==> config.mk <==
export PLATFORM = sky130hd
export DESIGN_NAME = hilo_muldiv_unit
export DESIGN_NICKNAME = d
export VERILOG_FILES = /design/src/rtl/hilo_muldiv_unit.sv
export SDC_FILE = /design/constraint.sdc
export NUM_CORES = 1
export LEC_CHECK = 0
export CORE_AREA = 5 5 231 233
export CTS_BUF_LIST = sky130_fd_sc_hd__clkbuf_4 sky130_fd_sc_hd__clkbuf_8 sky130_fd_sc_hd__clkbuf_16
export DETAILED_ROUTE_END_ITERATION = 6
export DIE_AREA = 0 0 236 238
export PLACE_DENSITY = 0.41
export SKIP_LAST_GASP = 1
export SYNTH_ARGS = -nofsm -noshare
export SYNTH_HDL_FRONTEND = slang
export SYNTH_SLANG_ARGS = --single-unit
==> constraint.sdc <==
create_clock -name clk -period 3.35 [get_ports clk]
set_input_delay 0.335 -clock clk [delete_from_list [all_inputs] [get_ports clk]]
set_output_delay 0.335 -clock clk [all_outputs]
set_load 0.1 [all_outputs]
==> src/rtl/hilo_muldiv_unit.sv <==
// Iterative 32-bit multiply/divide unit owning the architectural HI/LO pair.
// Define MULDIV_DIV_EN to build the restoring divider (DIV/DIVU); otherwise they are reserved.
module hilo_muldiv_unit #(
    parameter int WIDTH = 32
) (
    input  logic             clk,
    input  logic             reset,
    input  logic             start,
    input  logic [2:0]       op,
    input  logic [WIDTH-1:0] rs_val,
    input  logic [WIDTH-1:0] rt_val,
    input  logic             hilo_read,
    output logic             busy,
    output logic             stall,
    output logic             done,
    output logic             div_by_zero,
    output logic [WIDTH-1:0] hi,
    output logic [WIDTH-1:0] lo
);

    typedef enum logic [1:0] {
        S_IDLE = 2'd0,
        S_MUL  = 2'd1,
`ifdef MULDIV_DIV_EN
        S_DIV  = 2'd2,
`endif
        S_FIX  = 2'd3
    } state_t;

    state_t               state_q, state_d;
    logic [4:0]           cnt_q, cnt_d;
    logic [2*WIDTH-1:0]   acc_q, acc_d;
    logic [WIDTH-1:0]     a_q, a_d;
    logic [WIDTH-1:0]     b_q, b_d;
    logic                 neg_q, neg_d;
    logic                 done_q, done_d;
    logic [WIDTH-1:0]     hi_q, hi_d;
    logic [WIDTH-1:0]     lo_q, lo_d;

    logic                 signed_op;
    logic [WIDTH-1:0]     rs_mag, rt_mag;
    logic [WIDTH:0]       mul_sum;
    logic [2*WIDTH-1:0]   prod;

`ifdef MULDIV_DIV_EN
    logic                 rneg_q, rneg_d;
    logic                 dz_q, dz_d;
    logic                 isdiv_q, isdiv_d;
    logic                 dbz_q, dbz_d;
    logic [WIDTH-1:0]     dvd_q, dvd_d;
    logic [WIDTH:0]       div_sh, div_tr;
`endif

    assign signed_op = ~op[0];
    assign rs_mag    = (signed_op & rs_val[WIDTH-1]) ? -rs_val : rs_val;
    assign rt_mag    = (signed_op & rt_val[WIDTH-1]) ? -rt_val : rt_val;
    assign mul_sum   = {1'b0, acc_q[2*WIDTH-1:WIDTH]} + {1'b0, a_q & {WIDTH{b_q[0]}}};
    assign prod      = neg_q ? -acc_q : acc_q;

`ifdef MULDIV_DIV_EN
    // Remainder lives in acc[63:32]; dividend bits shift out of b while quotient bits shift in.
    assign div_sh = {acc_q[2*WIDTH-1:WIDTH], b_q[WIDTH-1]};
    assign div_tr = div_sh - {1'b0, a_q};
`endif

    always_comb begin
        state_d = state_q;
        cnt_d   = cnt_q;
        acc_d   = acc_q;
        a_d     = a_q;
        b_d     = b_q;
        neg_d   = neg_q;
        done_d  = 1'b0;
        hi_d    = hi_q;
        lo_d    = lo_q;
`ifdef MULDIV_DIV_EN
        rneg_d  = rneg_q;
        dz_d    = dz_q;
        isdiv_d = isdiv_q;
        dbz_d   = 1'b0;
        dvd_d   = dvd_q;
`endif
        unique case (state_q)
            S_IDLE: begin
                if (start) begin
                    case (op)
                        3'b000, 3'b001: begin
                            a_d     = rs_mag;
                            b_d     = rt_mag;
                            neg_d   = signed_op & (rs_val[WIDTH-1] ^ rt_val[WIDTH-1]);
                            acc_d   = '0;
                            cnt_d   = '0;
`ifdef MULDIV_DIV_EN
                            isdiv_d = 1'b0;
`endif
                            state_d = S_MUL;
                        end
`ifdef MULDIV_DIV_EN
                        3'b010, 3'b011: begin
                            a_d     = rt_mag;
                            b_d     = rs_mag;
                            neg_d   = signed_op & (rs_val[WIDTH-1] ^ rt_val[WIDTH-1]);
                            rneg_d  = signed_op & rs_val[WIDTH-1];
                            dz_d    = (rt_val == '0);
                            dvd_d   = rs_val;
                            isdiv_d = 1'b1;
                            acc_d   = '0;
                            cnt_d   = '0;
                            state_d = S_DIV;
                        end
`endif
                        3'b100:  hi_d = rs_val;
                        3'b101:  lo_d = rs_val;
                        default: ;
                    endcase
                end
            end
            S_MUL: begin
                acc_d = {mul_sum, acc_q[WIDTH-1:1]};
                b_d   = b_q >> 1;
                cnt_d = cnt_q + 5'd1;
                if (cnt_q == 5'd31) state_d = S_FIX;
            end
`ifdef MULDIV_DIV_EN
            S_DIV: begin
                acc_d[2*WIDTH-1:WIDTH] = div_tr[WIDTH] ? div_sh[WIDTH-1:0] : div_tr[WIDTH-1:0];
                b_d   = {b_q[WIDTH-2:0], ~div_tr[WIDTH]};
                cnt_d = cnt_q + 5'd1;
                if (cnt_q == 5'd31) state_d = S_FIX;
            end
`endif
            S_FIX: begin
                hi_d   = prod[2*WIDTH-1:WIDTH];
                lo_d   = prod[WIDTH-1:0];
`ifdef MULDIV_DIV_EN
                if (isdiv_q && dz_q) begin
                    hi_d  = dvd_q;
                    lo_d  = '1;
                    dbz_d = 1'b1;
                end else if (isdiv_q) begin
                    lo_d = neg_q ? -b_q : b_q;
                    hi_d = rneg_q ? -acc_q[2*WIDTH-1:WIDTH] : acc_q[2*WIDTH-1:WIDTH];
                end
`endif
                done_d  = 1'b1;
                state_d = S_IDLE;
            end
            default: state_d = S_IDLE;
        endcase
    end

    always_ff @(posedge clk or negedge reset) begin
        if (!reset) begin
            state_q <= S_IDLE;
            cnt_q   <= '0;
            acc_q   <= '0;
            a_q     <= '0;
            b_q     <= '0;
            neg_q   <= 1'b0;
            done_q  <= 1'b0;
            hi_q    <= '0;
            lo_q    <= '0;
`ifdef MULDIV_DIV_EN
            rneg_q  <= 1'b0;
            dz_q    <= 1'b0;
            isdiv_q <= 1'b0;
            dbz_q   <= 1'b0;
            dvd_q   <= '0;
`endif
        end else begin
            state_q <= state_d;
            cnt_q   <= cnt_d;
            acc_q   <= acc_d;
            a_q     <= a_d;
            b_q     <= b_d;
            neg_q   <= neg_d;
            done_q  <= done_d;
            hi_q    <= hi_d;
            lo_q    <= lo_d;
`ifdef MULDIV_DIV_EN
            rneg_q  <= rneg_d;
            dz_q    <= dz_d;
            isdiv_q <= isdiv_d;
            dbz_q   <= dbz_d;
            dvd_q   <= dvd_d;
`endif
        end
    end

    assign busy  = (state_q != S_IDLE);
    assign stall = busy & (start | hilo_read);
    assign done  = done_q;
    assign hi    = hi_q;
    assign lo    = lo_q;
`ifdef MULDIV_DIV_EN
    assign div_by_zero = dbz_q;
`else
    assign div_by_zero = 1'b0;
`endif

endmodule

==> metrics.txt <==
die height=~240 um; RSZ-0062 raised after global routing=no; Clk network pwr share=17.4%; Initial DRC Count=660; Avg Cell Area, Syn=8.920 um2; RD Place Congestion=a little over 0.8; asr flop ratio synth=between 90% and 100%; Slew HR=roughly a quarter; routed via count=between 10000 and 15000; Post-DP HPWL=33300 um; largest cells by area after synthesis=dfrtp_1, o21ai_0, nand2_1; area added between synthesis and finish=26.43%; post-synthesis cell area=~13000 um2; pre-CTS WS=156.3 ps; Port Buffer Count=~140; Max Cap Viol=0; Worst-Skew Late Latency=between 500 and 600 ps; Fin Setup TNS=0 ps; Tightest Hold Check Type=input pin to asynchronous set/reset pin; post-synthesis sequential area ratio=39.96%; Cell variety after synth=67; Diodes inserted=0; drt total wl=44010 um; max-slew violations=0; outcome=finished clean; Final Hold Fails=0; total global-route track usage=roughly 15%; largest net degree at the start of global routing=74; GR Overflow Total=0; htree depth=1; area post-placement=15010 um2; Cells after Synth=about 1400; sequential power share=around 28%; DRC viols=0; critical path endpoint category=flop; post-DR vias/cell=between 4 and 5; Worst Tran Pin Value=1108 ps; Yosys warning total=0; IO Pins=139; WS Path Type=flop to flop; synth cell count leaders=dfrtp_1, nand2_1, o21ai_0; CP startpoint kind=flop; post-synth top area share=39.96%; initial antenna violation count=0; Max Fclk=about 320 MHz; part of the power in combinational logic=a little under three fifths; die area=roughly 56000 um2; pwr/cell area=1050 nW/um2; Primary FF master, synth=dfrtp_1; synthesized flop and latch total=between 200 and 250; P_int=8.179 mW; largest fanout on the critical path=20; Nets=approximately 1700; top-count cell post-synth=dfrtp_1; root buffer cell=clkbuf_16; WP data arrival=between 3000 and 4000 ps; Post-synth EDFFs=0; clock transition at the registers of the reported paths=~60 ps; chip width=about 240 um; Sink Count=201; initial core utilization=between 20% and 30%; CTS max path bufs=3; CP required=~3800 ps; VDD IR max=between 0.0004 and 0.0005 V; CTS tree=done; Switching Fraction=approximately half; area leader, netlist=dfrtp_1; Routed WL per cell=just under 20 um; vias in the first global route=~11000; static leakage=6.671 nW; worst reg2reg path depth=10; TritonRoute pass-1 iters=5; crit path time final=roughly 3100 ps; # setup viols final=0; TritonCTS Buffers=26; Tcrit/Tclk final=between 90% and 100%; core area=between 50000 and 60000 um2; post-route cell area=~16000 um2; FILL cells=between 5000 and 6000; hold slack=around 330 ps; FP Rows=83; Final WS setup=between 200 and 250 ps; post-layout util=a little under a third; Mapped Nets=1520; share of post-route cells with drive strength above 1=roughly 11%; final worst clock skew=25.35 ps; setup slack, reg-to-reg=a little over 200 ps; Antenna Violating Nets Remaining=0; NetSw=approximately 8.5 mW; setup bufs post-CTS=0; first-pass GRT wire length=roughly 68000 um
placed cells by master, fill, tap and decap left out, types with 37 or more instances in the layout:
cell,count
dfrtp_1,199
clkdlybuf4s50_1,132
ha_1,37
xnor2_1,68
xor2_1,75
mux2_2,39
nand2_1,175
a21oi_1,81
buf_4,56
nor2_1,81
o21ai_0,174
worst max-delay path, stage by stage, from the launching register on:
cell and delay (ps):
dfrtp_2 510, buf_4 200, and2_1 140, ha_1 420, o211ai_1 130, o21ai_0 420, nand4_1 160, a31oi_1 400
o2111ai_1 190, a21o_1 210, a32o_1 250
flip-flops by register name, summed over array words and instances, names as in the netlist:
signal / flops
acc_q: 64
a_q: 32
b_q: 32
hi: 32
lo: 32
cnt_q: 5
state_q: 2
done: 1
neg_q: 1
power groups by stage:
stage          clock (mW)  sequential, mW  combinational [mW]
2_1_floorplan           0            7.06                3.97
3_3_place_gp            0            4.67                9.22
3_5_place_dp            0            4.67                9.24
4_1_cts              3.00            4.63                9.27
5_1_grt              3.09            4.78                9.91
6_report             2.91            4.61                9.19
cell families (layout without fill, tap and decap cells):
group / Yosys count / in the layout / synth area share [%]
AOI/OAI and AO/OA: 433 / 433 / 21.50
and+or+nand+nor: 424 / 424 / 16.07
DFF: 201 / 201 / 39.96
xor gates and xnor gates: 143 / 143 / 9.951
buffers and inverters: 108 / 273 / 3.251
muxes: 63 / 63 / 5.398
adders and majority gates: 38 / 38 / 3.837
other: 1 / 1 / 0.02980
layer usage:
metal	vias up	routed length [um]	track usage [%]
met2	259	19640	24.33
met5	-	0	0
met4	0	1047	3.554
met3	53	2703	3.687
li1	5350	-	-
met1	5203	20620	21.04
through the flow:
| stage | cells | power, mW |
|---|---|---|
| finish | 2256 | 16.70 |
| global route | 2256 | 17.78 |
| CTS | 2256 | 16.90 |
| detailed placement | 2207 | 13.91 |
| global placement | 2207 | 13.88 |
| floorplan | 1411 | 11.03 |
timing repair:
action | in CTS | in global routing
endpoints found under the hold margin | 61 | 0
resized for setup | 0 | 2
setup endpoints to repair | 0 | 6
hold buffers | 1 | 0
area by class of cell:
class                           instances  area (um2)  share of cell area [%]
Multi-Input combinational cell       1102        7162                   45.01
Sequential cell                       201        5032                   31.62
Timing Repair Buffer                  195        1866                   11.72
Tap cell                              680       850.8                   5.347
Clock buffer                           37       782.0                   4.914
Inverter                               30       112.6                  0.7077
Clock inverter                         11       107.6                  0.6762
path summary, 6_finish.rpt:
check	from	to
worst min register to register	a_q[19]$_DFFE_PN0P_	a_q[19]$_DFFE_PN0P_
min in group clk	a_q[19]$_DFFE_PN0P_	a_q[19]$_DFFE_PN0P_
worst max register to register	b_q[0]$_DFFE_PN0P_	acc_q[56]$_DFFE_PN0P_
worst max-delay path	b_q[0]$_DFFE_PN0P_	acc_q[56]$_DFFE_PN0P_
max in group asynchronous	reset	hi[26]$_DFFE_PN0P_
worst min-delay path	reset	acc_q[37]$_DFFE_PN0P_
Power figures use the tool's default switching activity.
